<file path="src/rtl/i2c_cfg_sequencer_pkg.sv">
// Shared definitions for the I2C sensor-configuration sequencer.
// The state encodings and the soft-reset register address live here.
package i2c_cfg_pkg;

    localparam int unsigned ST_W = 4;

    localparam logic [ST_W-1:0] PWR_WAIT     = 4'd0;
    localparam logic [ST_W-1:0] FETCH        = 4'd1;
    localparam logic [ST_W-1:0] DELAY        = 4'd2;
    localparam logic [ST_W-1:0] ISSUE        = 4'd3;
    localparam logic [ST_W-1:0] WAIT_RSP     = 4'd4;
    localparam logic [ST_W-1:0] VERIFY_ISSUE = 4'd5;
    localparam logic [ST_W-1:0] VERIFY_WAIT  = 4'd6;
    localparam logic [ST_W-1:0] NEXT         = 4'd7;
    localparam logic [ST_W-1:0] DONE         = 4'd8;
    localparam logic [ST_W-1:0] ERROR        = 4'd9;

    localparam logic [15:0] SOFT_RESET_ADDR = 16'h0103;

    // Soft-reset writes restart the sensor, so reading them back is meaningless
    function automatic logic is_soft_reset(input logic [15:0] addr);
        return addr == SOFT_RESET_ADDR;
    endfunction

endpackage

</file>
<file path="src/rtl/i2c_cfg_sequencer_if.sv">
// Request/response channel between the configuration sequencer and the
// byte-level I2C master.
interface i2c_cfg_sequencer_if #(
    parameter int unsigned ADDR_W = 16,
    parameter int unsigned DATA_W = 8
) ();

    logic              req_valid;
    logic              req_ready;
    logic              req_rd;
    logic [ADDR_W-1:0] req_addr;
    logic [DATA_W-1:0] req_wdata;
    logic              rsp_valid;
    logic              rsp_nack;
    logic [DATA_W-1:0] rsp_rdata;

    // Sequencer side
    modport master (
        output req_valid, req_rd, req_addr, req_wdata,
        input  req_ready, rsp_valid, rsp_nack, rsp_rdata
    );

    // I2C master side
    modport slave (
        input  req_valid, req_rd, req_addr, req_wdata,
        output req_ready, rsp_valid, rsp_nack, rsp_rdata
    );

endinterface

</file>
<file path="src/rtl/i2c_cfg_sequencer_ms_tick_gen.sv">
// Free-running millisecond tick: one-cycle pulse every CLK_FREQ_HZ/1000 clocks.
module ms_tick_gen #(
    parameter int unsigned CLK_FREQ_HZ = 24_000_000
) (
    input  logic clk,
    input  logic rst_n,
    output logic tick
);

    localparam int unsigned DIV   = (CLK_FREQ_HZ / 1000 > 1) ? CLK_FREQ_HZ / 1000 : 2;
    localparam int unsigned CNT_W = $clog2(DIV);

    logic [CNT_W-1:0] cnt_q;

    // Divider counter and registered tick
    always_ff @(posedge clk or negedge rst_n) begin
        if (!rst_n) begin
            cnt_q <= '0;
            tick  <= 1'b0;
        end else if (cnt_q == CNT_W'(DIV - 1)) begin
            cnt_q <= '0;
            tick  <= 1'b1;
        end else begin
            cnt_q <= cnt_q + CNT_W'(1);
            tick  <= 1'b0;
        end
    end

endmodule

</file>
<file path="src/rtl/i2c_cfg_sequencer.sv">
// Sensor-configuration sequencer: walks an {addr, data} register table and
// turns each entry into an I2C write, with power-up wait, delay entries,
// NACK retry and error reporting.
// Optional read-back verification is enabled with macro I2C_CFG_VERIFY_EN.
module i2c_cfg_sequencer
    import i2c_cfg_pkg::*;
#(
    parameter int unsigned       ADDR_W        = 16,
    parameter int unsigned       DATA_W        = 8,
    parameter int unsigned       IDX_W         = 9,
    parameter logic [ADDR_W-1:0] DELAY_MARK    = '1,
    parameter int unsigned       CLK_FREQ_HZ   = 24_000_000,
    parameter int unsigned       INIT_DELAY_MS = 20,
    parameter int unsigned       MAX_RETRY     = 3
) (
    input  logic                     clk,
    input  logic                     rst_n,
    input  logic                     start,
    input  logic [IDX_W-1:0]         lut_size,
    output logic [IDX_W-1:0]         lut_index,
    input  logic [ADDR_W+DATA_W-1:0] lut_data,
    i2c_cfg_sequencer_if.master      bus,
    output logic                     busy,
    output logic                     done,
    output logic                     error,
    output logic [IDX_W-1:0]         err_index
);

    localparam int unsigned PWR_W = (INIT_DELAY_MS > 0) ? $clog2(INIT_DELAY_MS + 1) : 1;
    // One spare bit so data+1 never wraps for an all-ones delay entry
    localparam int unsigned CNT_W = ((DATA_W > PWR_W) ? DATA_W : PWR_W) + 1;
    localparam int unsigned RTY_W = (MAX_RETRY > 0) ? $clog2(MAX_RETRY + 1) : 1;

    logic [ST_W-1:0]   state_q,      state_d;
    logic [IDX_W-1:0]  lut_index_q,  lut_index_d;
    logic [ADDR_W-1:0] entry_addr_q, entry_addr_d;
    logic [DATA_W-1:0] entry_data_q, entry_data_d;
    logic [CNT_W-1:0]  ms_cnt_q,     ms_cnt_d;
    logic [RTY_W-1:0]  retry_q,      retry_d;
    logic              req_valid_q,  req_valid_d;
    logic [ADDR_W-1:0] req_addr_q,   req_addr_d;
    logic [DATA_W-1:0] req_wdata_q,  req_wdata_d;
    logic              busy_q,       busy_d;
    logic              done_q,       done_d;
    logic              error_q,      error_d;
    logic [IDX_W-1:0]  err_index_q,  err_index_d;
`ifdef I2C_CFG_VERIFY_EN
    logic              req_rd_q,     req_rd_d;
`endif

    logic              tick;
    logic [ADDR_W-1:0] lut_addr_c;
    logic [DATA_W-1:0] lut_wdata_c;
    logic              retry_full_c;
    logic              fail_c;

    assign lut_addr_c   = lut_data[ADDR_W+DATA_W-1 -: ADDR_W];
    assign lut_wdata_c  = lut_data[DATA_W-1:0];
    assign retry_full_c = (retry_q == RTY_W'(MAX_RETRY));

    ms_tick_gen #(
        .CLK_FREQ_HZ (CLK_FREQ_HZ)
    ) u_ms_tick (
        .clk   (clk),
        .rst_n (rst_n),
        .tick  (tick)
    );

    // Next-state and next-output logic
    always_comb begin
        state_d      = state_q;
        lut_index_d  = lut_index_q;
        entry_addr_d = entry_addr_q;
        entry_data_d = entry_data_q;
        ms_cnt_d     = ms_cnt_q;
        retry_d      = retry_q;
        req_valid_d  = req_valid_q;
        req_addr_d   = req_addr_q;
        req_wdata_d  = req_wdata_q;
        busy_d       = busy_q;
        done_d       = done_q;
        error_d      = error_q;
        err_index_d  = err_index_q;
        fail_c       = 1'b0;
`ifdef I2C_CFG_VERIFY_EN
        req_rd_d     = req_rd_q;
`endif

        case (state_q)
            PWR_WAIT: begin
                if (ms_cnt_q == CNT_W'(INIT_DELAY_MS)) begin
                    state_d  = FETCH;
                    ms_cnt_d = '0;
                end else if (tick) begin
                    ms_cnt_d = ms_cnt_q + CNT_W'(1);
                end
            end

            FETCH: begin
                entry_addr_d = lut_addr_c;
                entry_data_d = lut_wdata_c;
                ms_cnt_d     = '0;
                if (lut_index_q >= lut_size) begin
                    state_d = DONE;
                    busy_d  = 1'b0;
                    done_d  = 1'b1;
                end else if (lut_addr_c == DELAY_MARK) begin
                    state_d = DELAY;
                end else begin
                    state_d     = ISSUE;
                    req_valid_d = 1'b1;
                    req_addr_d  = lut_addr_c;
                    req_wdata_d = lut_wdata_c;
                end
            end

            // First tick after entry only arms the count, giving N..N+1 ms
            DELAY: begin
                if (entry_data_q == '0 ||
                    ms_cnt_q == CNT_W'(entry_data_q) + CNT_W'(1)) begin
                    state_d = NEXT;
                end else if (tick) begin
                    ms_cnt_d = ms_cnt_q + CNT_W'(1);
                end
            end

            ISSUE: begin
                if (req_valid_q && bus.req_ready) begin
                    req_valid_d = 1'b0;
                    state_d     = WAIT_RSP;
                end
            end

            WAIT_RSP: begin
                if (bus.rsp_valid) begin
                    if (bus.rsp_nack) begin
                        if (retry_full_c) begin
                            fail_c = 1'b1;
                        end else begin
                            retry_d     = retry_q + RTY_W'(1);
                            state_d     = ISSUE;
                            req_valid_d = 1'b1;
                            req_addr_d  = entry_addr_q;
                            req_wdata_d = entry_data_q;
                        end
                    end else begin
`ifdef I2C_CFG_VERIFY_EN
                        if (is_soft_reset(16'(entry_addr_q))) begin
                            state_d = NEXT;
                        end else begin
                            state_d     = VERIFY_ISSUE;
                            req_valid_d = 1'b1;
                            req_rd_d    = 1'b1;
                        end
`else
                        state_d = NEXT;
`endif
                    end
                end
            end

`ifdef I2C_CFG_VERIFY_EN
            VERIFY_ISSUE: begin
                if (req_valid_q && bus.req_ready) begin
                    req_valid_d = 1'b0;
                    req_rd_d    = 1'b0;
                    state_d     = VERIFY_WAIT;
                end
            end

            // A NACK or wrong read-back both cost one retry of the write
            VERIFY_WAIT: begin
                if (bus.rsp_valid) begin
                    if (bus.rsp_nack || bus.rsp_rdata != entry_data_q) begin
                        if (retry_full_c) begin
                            fail_c = 1'b1;
                        end else begin
                            retry_d     = retry_q + RTY_W'(1);
                            state_d     = ISSUE;
                            req_valid_d = 1'b1;
                            req_rd_d    = 1'b0;
                            req_addr_d  = entry_addr_q;
                            req_wdata_d = entry_data_q;
                        end
                    end else begin
                        state_d = NEXT;
                    end
                end
            end
`endif

            NEXT: begin
                lut_index_d = lut_index_q + IDX_W'(1);
                retry_d     = '0;
                state_d     = FETCH;
            end

            DONE, ERROR: begin
                if (start) begin
                    state_d     = FETCH;
                    lut_index_d = '0;
                    retry_d     = '0;
                    busy_d      = 1'b1;
                    done_d      = 1'b0;
                    error_d     = 1'b0;
                    err_index_d = '0;
                end
            end

            default: begin
                state_d = PWR_WAIT;
            end
        endcase

        if (fail_c) begin
            state_d     = ERROR;
            busy_d      = 1'b0;
            error_d     = 1'b1;
            err_index_d = lut_index_q;
        end
    end

    // State and output registers
    always_ff @(posedge clk or negedge rst_n) begin
        if (!rst_n) begin
            state_q      <= PWR_WAIT;
            lut_index_q  <= '0;
            entry_addr_q <= '0;
            entry_data_q <= '0;
            ms_cnt_q     <= '0;
            retry_q      <= '0;
            req_valid_q  <= 1'b0;
            req_addr_q   <= '0;
            req_wdata_q  <= '0;
            busy_q       <= 1'b1;
            done_q       <= 1'b0;
            error_q      <= 1'b0;
            err_index_q  <= '0;
        end else begin
            state_q      <= state_d;
            lut_index_q  <= lut_index_d;
            entry_addr_q <= entry_addr_d;
            entry_data_q <= entry_data_d;
            ms_cnt_q     <= ms_cnt_d;
            retry_q      <= retry_d;
            req_valid_q  <= req_valid_d;
            req_addr_q   <= req_addr_d;
            req_wdata_q  <= req_wdata_d;
            busy_q       <= busy_d;
            done_q       <= done_d;
            error_q      <= error_d;
            err_index_q  <= err_index_d;
        end
    end

`ifdef I2C_CFG_VERIFY_EN
    // Read/write select for the read-back request
    always_ff @(posedge clk or negedge rst_n) begin
        if (!rst_n) begin
            req_rd_q <= 1'b0;
        end else begin
            req_rd_q <= req_rd_d;
        end
    end

    assign bus.req_rd = req_rd_q;
`else
    assign bus.req_rd = 1'b0;
`endif

    assign bus.req_valid = req_valid_q;
    assign bus.req_addr  = req_addr_q;
    assign bus.req_wdata = req_wdata_q;
    assign lut_index     = lut_index_q;
    assign busy          = busy_q;
    assign done          = done_q;
    assign error         = error_q;
    assign err_index     = err_index_q;

endmodule

</file>
<file path="src/flat_wrapper.sv">
// flat-port wrapper written by rule: the top's interface ports become plain ports
module i2c_cfg_sequencer_flat import i2c_cfg_pkg::*;
#(
    parameter int unsigned       ADDR_W        = 16,
    parameter int unsigned       DATA_W        = 8,
    parameter int unsigned       IDX_W         = 9,
    parameter logic [ADDR_W-1:0] DELAY_MARK    = '1,
    parameter int unsigned       CLK_FREQ_HZ   = 24_000_000,
    parameter int unsigned       INIT_DELAY_MS = 20,
    parameter int unsigned       MAX_RETRY     = 3
)
  (clk, rst_n, start, lut_size, lut_index, lut_data, busy, done, error, err_index, bus_req_valid, bus_req_rd, bus_req_addr, bus_req_wdata, bus_req_ready, bus_rsp_valid, bus_rsp_nack, bus_rsp_rdata);
  i2c_cfg_sequencer_if #(.ADDR_W(ADDR_W), .DATA_W(DATA_W)) bus_i ();
  input  logic clk;
  input  logic rst_n;
  input  logic start;
  input  logic [IDX_W-1:0] lut_size;
  output logic [IDX_W-1:0] lut_index;
  input  logic [ADDR_W+DATA_W-1:0] lut_data;
  output logic busy;
  output logic done;
  output logic error;
  output logic [IDX_W-1:0] err_index;
  output wire logic [$bits(bus_i.req_valid)-1:0] bus_req_valid;
  output wire logic [$bits(bus_i.req_rd)-1:0] bus_req_rd;
  output wire logic [$bits(bus_i.req_addr)-1:0] bus_req_addr;
  output wire logic [$bits(bus_i.req_wdata)-1:0] bus_req_wdata;
  input wire logic [$bits(bus_i.req_ready)-1:0] bus_req_ready;
  input wire logic [$bits(bus_i.rsp_valid)-1:0] bus_rsp_valid;
  input wire logic [$bits(bus_i.rsp_nack)-1:0] bus_rsp_nack;
  input wire logic [$bits(bus_i.rsp_rdata)-1:0] bus_rsp_rdata;
  assign bus_req_valid = bus_i.req_valid;
  assign bus_req_rd = bus_i.req_rd;
  assign bus_req_addr = bus_i.req_addr;
  assign bus_req_wdata = bus_i.req_wdata;
  assign bus_i.req_ready = bus_req_ready;
  assign bus_i.rsp_valid = bus_rsp_valid;
  assign bus_i.rsp_nack = bus_rsp_nack;
  assign bus_i.rsp_rdata = bus_rsp_rdata;
  i2c_cfg_sequencer #(.ADDR_W(ADDR_W), .DATA_W(DATA_W), .IDX_W(IDX_W), .DELAY_MARK(DELAY_MARK), .CLK_FREQ_HZ(CLK_FREQ_HZ), .INIT_DELAY_MS(INIT_DELAY_MS), .MAX_RETRY(MAX_RETRY)) u_core (.clk(clk), .rst_n(rst_n), .start(start), .lut_size(lut_size), .lut_index(lut_index), .lut_data(lut_data), .bus(bus_i), .busy(busy), .done(done), .error(error), .err_index(err_index));
endmodule
</file>
<file path="config.mk">
export PLATFORM = sky130hd
export DESIGN_NAME = i2c_cfg_sequencer_flat
export DESIGN_NICKNAME = d
export VERILOG_FILES = /design/src/rtl/i2c_cfg_sequencer_pkg.sv /design/src/rtl/i2c_cfg_sequencer_if.sv /design/src/rtl/i2c_cfg_sequencer_ms_tick_gen.sv /design/src/rtl/i2c_cfg_sequencer.sv /design/src/flat_wrapper.sv
export SDC_FILE = /design/constraint.sdc
export NUM_CORES = 1
export LEC_CHECK = 0
export CORE_MARGIN = 5
export CORE_UTILIZATION = 45
export CTS_BUF_LIST = sky130_fd_sc_hd__clkbuf_8
export CTS_CLUSTER_DIAMETER = 100
export DETAILED_ROUTE_END_ITERATION = 10
export PLACE_DENSITY = 0.66
export SYNTH_ARGS = -nofsm -noshare
export SYNTH_HDL_FRONTEND = slang
export SYNTH_SLANG_ARGS = --single-unit
</file>
<file path="constraint.sdc">
create_clock -name clk -period 4.1 [get_ports clk]
set_input_delay 0.82 -clock clk [delete_from_list [all_inputs] [get_ports clk]]
set_output_delay 0.82 -clock clk [all_outputs]
set_load 0.01 [all_outputs]
</file>
; Word-level counts from Yosys, hierarchy flattened
; Cells that the tools add are included.
[op_classes]
addsub = 5
order_cmp = 1
n_eq_ne = 28
mux = 58
reduce_logical = 23
[ops]
columns = op, n
row1 = $mux W16, 5
row2 = $mux W9, 6
row3 = $mux W8, 5
row4 = $mux W4, 9
row5 = $pmux W16 S2, 1
row6 = $pmux W4 S7, 1
row7 = $pmux W9 S3, 1
row8 = $mux W1, 19
row9 = $add A9 B1 Y9 const B, 2
row10 = $pmux W9 S2, 1
row11 = $eq A16 B16 Y1 const B, 1
row12 = $pmux W8 S2, 1
row13 = $add A15 B1 Y15 const B, 1
row14 = $eq A15 B15 Y1 const B, 1
row15 = $mux W15, 1
row16 = $ne A2 B2 Y1 const B, 7
row17 = $ne A3 B1 Y1 const B, 4
row18 = $reduce_and A6 Y1, 2
row19 = $reduce_bool A3 Y1, 4
row20 = $reduce_bool A2 Y1, 5
row21 = $add A8 B1 Y9 const B, 1
row22 = $eq A9 B5 Y1 const B, 1
row23 = $eq A9 B9 Y1, 1
row24 = $ge A9 B9 Y1, 1
row25 = 22 further kinds, 34
[totals]
reg_bits = 101
input_bits = 47
output_inout_bits = 47
wordCells = 130

; Depth between registers and ports, before layout
; Gate-level depths: netlist (run 1).
[depth]
depth_word = 7
ltp_mapped = 11
mapped_depth_nobuf = 9

; Modules after synthesis
; A second synthesis (run 1) with hierarchy kept.
[hier_totals]
hier_cells = 579
hier_area_um2 = 5371.4
[modules_own_cells]
columns = module, n_inst, cells_each, area_per_inst_um2, seq_area_each_um2
row1 = i2c_cfg_sequencer, 1, 510, 4630.7, 2128.3
row2 = ms_tick_gen, 1, 69, 740.7, 400.4

; Worst setup path before layout (run 1)
; No wires, ideal clock.
[synth_path]
path_type = in2reg
start = input port lut_size[0]
end = register u_core.req_addr_q[10] (netlist: u_core.bus.req_addr[10])
setup_ns = 0.125
t_arrival_ns = 2.541
t_required_ns = 3.975
path_slack_ns = 1.434
path_stages = 10
path_buffers = 2
cell_sequence = ha_1 -> nand2b_1 -> a21o_1 -> a21oi_1 -> o221ai_1 -> nand2_1 -> a31o_2 -> buf_4 -> buf_4 -> mux2_2
[synth_via]
elab_chain_cells = 3
[synth_rtl]
columns = element, line_no
row1 = "start, declared", flat_wrapper.sv:17  ; input logic [IDX_W-1:0] lut_size;
row2 = $ge A9 B9 Y1, i2c_cfg_sequencer.sv:103  ; if (lut_index_q >= lut_size) begin
row3 = $ne A2 B2 Y1 (no source line), n/a
row4 = $reduce_and A6 Y1 (no source line), n/a
row5 = "end signal, assigned", i2c_cfg_sequencer.sv:247  ; req_addr_q <= req_addr_d;
row6 = "end, declared", i2c_cfg_sequencer.sv:41  ; logic [ADDR_W-1:0] req_addr_q, req_addr_d;
; No other way between the ends.
; A chain may end at the register's enable or synchronous reset.

; Worst setup path in the final report (run 1)
[layout_path]
start = input port lut_size[0]
end = register u_core.req_wdata_q[1] (netlist: u_core.bus.req_wdata[1])
[layout_via]
elab_chain_cells = 3
[layout_rtl]
columns = element, line_no
row1 = $ge A9 B9 Y1, i2c_cfg_sequencer.sv:103
row2 = $ne A2 B2 Y1 (no source line), n/a
row3 = $reduce_and A6 Y1 (no source line), n/a
row4 = "end signal, assigned", i2c_cfg_sequencer.sv:248  ; req_wdata_q <= req_wdata_d;
row5 = "end, declared", i2c_cfg_sequencer.sv:42  ; logic [DATA_W-1:0] req_wdata_q, req_wdata_d;
; No other way between the ends.

==> impl_results.md, run 1 <==
* Status: completed
* Initial Utilization at 46.4%
* Mapped Area at 0.00535 mm2
* Die area at 0.0142 mm2
* Top FF cell, synth: dfrtp_1
* Crit path time final at 2960 ps
* GRT Util Overall at 18.3%
* Mapped Cells at 599
* Worst Setup End Kind: register
* Max VDD drop at 345 uV
* Distinct cells, synth at 62
* Power density over cell area at 576 mW/mm2
* Switching share of power at 38.0%
* Drt wl/cell at 15.0 um
* Clock share of power at 16.1%
* Die Height at 119 um
* Final-layout fill cell count at 1058
* RSZ-0062 raised after global routing: false
* Final Cycle Share at 72.2%
* Clk_skew at 11.6 ps
* Die W at 119 um
* Arrival @ worst endpoint at 3230 ps
* #FFs+latches synth at 101
* Post-synth top area share at 46.8%
* # nets final at 735
* Sink Count at 101
* Worst-Margin Slew at 1140 ps
* Final setup violation count at 0
* Comb pwr share at 41.2%
* Hold Path End: u_core.error
* Clock-pin slew of the registers on the worst-case setup and hold paths at 100 ps
* WL final at 12300 um
* EDFF count, synth at 0
* Pins Over Slew Limit at 0
* Hold Crit Start: u_core.error
* Leakage at 2.99 nW
* IO Pins at 94
* Drt initial violations at 231
* FF-to-FF End: u_core.ms_cnt_q[3]
* CTS tree: yes
* Final Wtd Congestion at 0.874
* Post-Layout Inst Area at 0.00646 mm2
* Worst rel slew slack at 23.5%
* Vias per cell at 5.39
* Seq/Total Area, Yosys at 47.3%
* Antenna Violating Nets Remaining at 0
* Clk_lat worst skew at 380 ps
* # resized after CTS at 0
* Hold_ws at 485 ps
* Hold Crit Depth at 1
* Int Pwr at 0.00231 W
* NetSw at 0.00142 W
* Final Hold Viols at 0
* R2r worst-path depth at 8
* Clk root buf: clkbuf_8
* YS warnings at 0
* DP HPWL at 8700 um
* First-pass GRT wire length at 21300 um
* Kind of critical path: primary input to register
* Core Rows at 39
* Post-Synthesis Net Count at 662
* Core Area at 0.0115 mm2
* # diodes at 0
* Cell taking the most area after synthesis: dfrtp_1
* Sequential Power Share at 42.8%
* Vias in the first global route at 4351
* Hold_buf cts at 0
* Synth top cells by count: nand2_1 (180), dfrtp_1 (100), nor2_1 (37)
* DP Area at 0.00628 mm2
* R2r startpoint: u_core.entry_data_q[0]
* FF-to-FF setup slack at 1260 ps
* Initial antenna violation count at 0
* Final core utilization at 56.1%
* DR vias at 4423
* Drc violations at 0
* Clk buf depth at 2
* Gr ovfl total at 0
* Layout area overhead at 20.8%
* Startpoint class of the critical path: primary input
* Post-Syn Area per Cell at 8.93 um2
* Post-CTS Setup Inserts at 0
* Most common cell in the netlist: nand2_1
* Num CTS Buffers at 9
* Maxcap violations at 0
* Area contributors post-synth: dfrtp_1 (47%), nand2_1 (13%), mux2_2 (5.7%), ha_1 (3.7%), xor2_1 (3.1%)
* HP Class: register to register
* Async S/R FF share, synth at 100%
* Port-buffer cells at 84
* Fmax at 338 MHz
* Largest net degree at the start of global routing at 89
* Crit-path max FO at 25
* CTS H-tree depth at 3
* Drt first pass iters at 4
* Worst EP required at 4370 ps
* Total negative slack at 0 ps
* Share of layout cells above drive strength 1 at 9.45%
==> per-layer routing <==
layer | vias up | wire (um) | GRT usage (%)
met5 | - | 0 | 0
met4 | 0 | 107 | 6.23
met3 | 9 | 668 | 3.98
met2 | 112 | 5840 | 29.8
met1 | 2137 | 5690 | 24.2
li1 | 2165 | - | -
==> kinds of logic (layout without fill, tap and decap cells) <==
group           count (synthesis)  count (layout)  share of synthesized area, %
mux                            28              28                          5.87
simple gates                  299             299                          24.7
other cells                     1               1                        0.0701
fa+ha+maj                      16              16                          3.74
buf+inv                        49             127                          4.00
flops                         101             101                          47.3
compound gates                 78              78                          9.82
xor+xnor                       27              27                          4.56
==> state kept, by name (all words and copies together), names as in the netlist <==
name                    count
u_core.bus.req_valid        1
u_core.busy                 1
u_core.retry_q              2
u_core.error                1
u_core.u_ms_tick.tick       1
u_core.bus.req_wdata        8
u_core.u_ms_tick.cnt_q     15
u_core.err_index            9
u_core.done                 1
u_core.state_q              4
u_core.bus.req_addr        16
u_core.ms_cnt_q             9
u_core.entry_addr_q        16
u_core.lut_index            9
u_core.entry_data_q         8
==> cell type report <==
cell class              count  area [um2]  area share (%)
clock buffers               9         124            1.92
clock inverters             7        55.1           0.852
inverters                  21        78.8            1.22
multi-input cells         449        2610            40.4
flip-flops and latches    101        2530            39.1
well taps                 143         179            2.77
repair buffers             90         883            13.7
==> worst max path at each step <==
| stage | from | end | slack (ps) | cells past startpoint |
|---|---|---|---|---|
| finish | lut_size[0] | u_core.bus.req_wdata[1] | 1140 | 10 |
| global route | lut_size[0] | u_core.bus.req_wdata[2] | 1020 | 10 |
| CTS | lut_size[0] | u_core.bus.req_addr[1] | 1110 | 10 |
| detailed placement | lut_size[0] | u_core.bus.req_addr[11] | 700 | 10 |
| global placement | lut_size[0] | u_core.bus.req_wdata[2] | 730 | 10 |
| floorplan | lut_size[0] | u_core.bus.req_addr[10] | 1430 | 10 |
==> power groups by stage <==
stage | combinational [W] | clock [W] | sequential [W]
after floorplan | 0.000974 | 0 | 0.00156
after global placement | 0.00151 | 0 | 0.00160
after detailed placement | 0.00155 | 0 | 0.00161
after CTS | 0.00155 | 0.000620 | 0.00159
after global routing | 0.00171 | 0.000665 | 0.00165
final | 0.00153 | 0.000597 | 0.00159
==> cell usage in the layout (no fill, tap or decap), types with 13 or more instances in the layout <==
| master | count |
|---|---|
| inv_1 | 21 |
| o21ai_0 | 28 |
| mux2_2 | 27 |
| ha_1 | 16 |
| nand4_1 | 13 |
| nand2_1 | 180 |
| nand3_1 | 20 |
| clkdlybuf4s50_1 | 83 |
| a21oi_1 | 16 |
| nor2_1 | 36 |
| dfrtp_1 | 100 |
| xor2_1 | 19 |
==> critical path, cell delays in order <==
cell and delay (ps):
clkdlybuf4s50_1 400, ha_1 280, nand2b_1 130, a21o_1 170, a21oi_1 160, o221ai_1 180, nand2_1 180, a31o_2 170
buf_4 340, mux2_2 380
==> stage by stage <==
step,total power (W),setup slack [ps],cells
2_1_floorplan,0.00254,1430,599
5_1_grt,0.00403,1020,820
3_3_place_gp,0.00311,728,804
3_5_place_dp,0.00315,698,804
6_report,0.00372,1140,820
4_1_cts,0.00377,1110,820
Note: power is estimated with default switching activity, not from simulation.
==> run 2, diff against run 1 <==
--- a/config.mk
+++ b/config.mk
@@ -10,7 +10,7 @@
 export CTS_BUF_LIST = sky130_fd_sc_hd__clkbuf_8
 export CTS_CLUSTER_DIAMETER = 100
 export DETAILED_ROUTE_END_ITERATION = 10
-export PLACE_DENSITY = 0.66
+export PLACE_DENSITY = 0.69
 export SYNTH_ARGS = -nofsm -noshare
 export SYNTH_HDL_FRONTEND = slang
 export SYNTH_SLANG_ARGS = --single-unit
==> constraint.sdc (replaced) <==
create_clock -name clk -period 2.6 [get_ports clk]
set_input_delay 0.52 -clock clk [delete_from_list [all_inputs] [get_ports clk]]
set_output_delay 0.52 -clock clk [all_outputs]
set_load 0.01 [all_outputs]
==> run 2 against run 1 <==
Core utilization is 2.0 points higher. Worst setup slack worse by 1000 ps. Non-clock buffer count grew 24. Via count up 1.7%. Clock-buffer cell count up 2. Largest cell class unchanged. First-iteration DRC count decreased by 19%. Sequential share of layout area decreased by 1.3 points.
==> impl_results.md, run 2 (same netlist as run 1, synthesis figures left out) <==
* Core Rows at 39 (unchanged)
* Pins Over Slew Limit at 0 (unchanged)
* Hold_ws at 207 ps (-278 ps)
* Worst rel slew slack at 50.0% (+26 points)
* Num CTS Buffers at 9 (unchanged)
* Max stage delay on crit path at 410 ps (about the same)
* Final Cycle Share at 96.3%
* DP HPWL at 9170 um (+5.4%)
* DR WL met3 at 594 um (-11%)
* Drt wl/cell at 14.8 um (-1.1%)
* Final core utilization at 58.1% (+2.0 points)
* Die area at 0.0142 mm2 (unchanged)
* FF-to-FF setup slack at 190 ps (-1070 ps)
* # diodes at 0 (unchanged)
* Setup ws final at 97.1 ps (-1040 ps)
* Worst EP required at 2850 ps (-1520 ps)
* DR vias at 4497 (+1.7%)
* Clock-pin slew of the registers on the worst-case setup and hold paths at 90 ps (about the same)
* R2r worst-path depth at 8 (unchanged)
* RSZ-0062 raised after global routing: false
* Sink Count at 101 (unchanged)
* Worst-Margin Slew at 751 ps (-388 ps)
* Leakage at 3.12 nW (+4.5%)
* Maxcap violations at 0 (unchanged)
* Initial Utilization at 46.4% (unchanged)
* R2r startpoint: u_core.entry_data_q[2]
* Cell Chain, Critical Path: clkdlybuf4s50_1 > ha_1 > nand2b_1 > a21o_1 > a21oi_1 > o221ai_1 > nand2_1 > a31o_2 > buf_12 > mux2_2
* Crit-path leading delay family: compound AO/OA/AOI/OAI gates
* CTS H-tree depth at 3 (unchanged)
* Crit path time final at 2500 ps
* Startpoint class of the critical path: primary input
* Final Hold Viols at 0 (unchanged)
* DR top layer: met4
* Layout area overhead at 25.1%
* Status: completed
* Worst Setup End Kind: register
* Drt initial violations at 187 (-19%)
* Vias per cell at 5.33 (-1.2%)
* Clk root buf: clkbuf_8
* Clk_skew at 9.53 ps (-2.04 ps)
* Max VDD drop at 562 uV (+63%)
* GRT Util Overall at 18.4% (+0.14 points)
* Crit-path max FO at 19 (-24%)
* Drc violations at 0 (unchanged)
* Slowest cell on the critical path: clkdlybuf4s50_1
* Clk_lat worst skew at 360 ps (-20 ps)
* Total negative slack at 0 ps (unchanged)
* Final Wtd Congestion at 0.795 (-9.0%)
* WL final at 12500 um (+1.8%)
* # nets final at 759 (+3.3%)
* Die W at 119 um (unchanged)
* Drt first pass iters at 4 (unchanged)
* Final setup violation count at 0 (unchanged)
* Antenna Violating Nets Remaining at 0 (unchanged)
* CTS tree: yes
* IO Pins at 94 (unchanged)
* Clk buf depth at 2 (unchanged)
* Vias in the first global route at 4524 (+4.0%)
* M1 WL at 5750 um (+1.2%)
* Fmax at 400 MHz
* Worst slack, placed at -274 ps (-972 ps)
* Final-layout fill cell count at 1029 (-2.7%)
* Core Area at 0.0115 mm2 (unchanged)
* Commonest non-fill, non-tap cell in the layout: nand2_1
* Initial antenna violation count at 0 (unchanged)
* Gr ovfl total at 0 (unchanged)
* Hold_buf cts at 0 (unchanged)
* Routed wl met2 at 5970 um (+2.1%)
* HP Class: primary input to asynchronous set/reset pin
* Share of layout cells above drive strength 1 at 12.8% (+3.4 points)
* Power density over cell area at 902 mW/mm2 (+57%)
* Port-buffer cells at 84 (unchanged)
* Arrival @ worst endpoint at 2750 ps (-480 ps)
* WP buf/inv at 2 (unchanged)
* Kind of critical path: primary input to register
* Die Height at 119 um (unchanged)
* Largest net degree at the start of global routing at 57 (-36%)
* First-pass GRT wire length at 21500 um (+1.1%)
* Commonest cells after routing, fill and taps aside: nand2_1 (180), dfrtp_1 (100), clkdlybuf4s50_1 (83)
* FF-to-FF End: u_core.ms_cnt_q[7]
==> run 2: how the worst max path moves through the flow <==
stage	start	to	slack, ps	cells past startpoint
detailed placement	lut_size[0]	u_core.bus.req_addr[11]	-270	10
finish	lut_size[0]	u_core.bus.req_wdata[6]	100	10
CTS	u_core.entry_data_q[1]	u_core.ms_cnt_q[6]	80	8
global route	u_core.entry_data_q[2]	u_core.ms_cnt_q[7]	8	8
global placement	lut_size[0]	u_core.bus.req_wdata[6]	-250	10
floorplan	u_core.entry_data_q[1]	u_core.ms_cnt_q[3]	220	8
==> run 2: repair_timing <==
action | CTS | global route
pin swaps | 0 | 1
buffers inserted | 0 | 1
resized for setup | 1 | 3
setup endpoints to repair | 2 | 2
==> run 2: per-stage QoR <==
stage / total power, W / instances / area, um2
final: 0.00603 / 844 / 6690
after detailed placement: 0.00512 / 827 / 6480
after CTS: 0.00607 / 843 / 6660
after global placement: 0.00503 / 827 / 6480
after floorplan: 0.00400 / 599 / 5350
after global routing: 0.00651 / 844 / 6690
==> run 2: report_power, final <==
| part | switching [W] | internal [W] |
|---|---|---|
| logic | 0.00129 | 0.00135 |
| registers | 0.000425 | 0.00205 |
| clock network | 0.000522 | 0.000393 |
| total | 0.00224 | 0.00379 |
==> run 2: per-layer routing <==
metal,track usage [%],up-vias
met4,6.52,0
met2,29.9,106
met5,0,-
met1,24.5,2162
li1,-,2213
met3,3.93,16
==> run 2: layout make-up <==
cell class	instances	area [um2]	area share, %
clock inverter	5	26.3	0.393
clock buffer	11	151	2.26
sequential	101	2530	37.8
multi-input combinational	449	2640	39.4
timing repair buffer	114	1090	16.3
inverter	21	78.8	1.18
tap	143	179	2.67
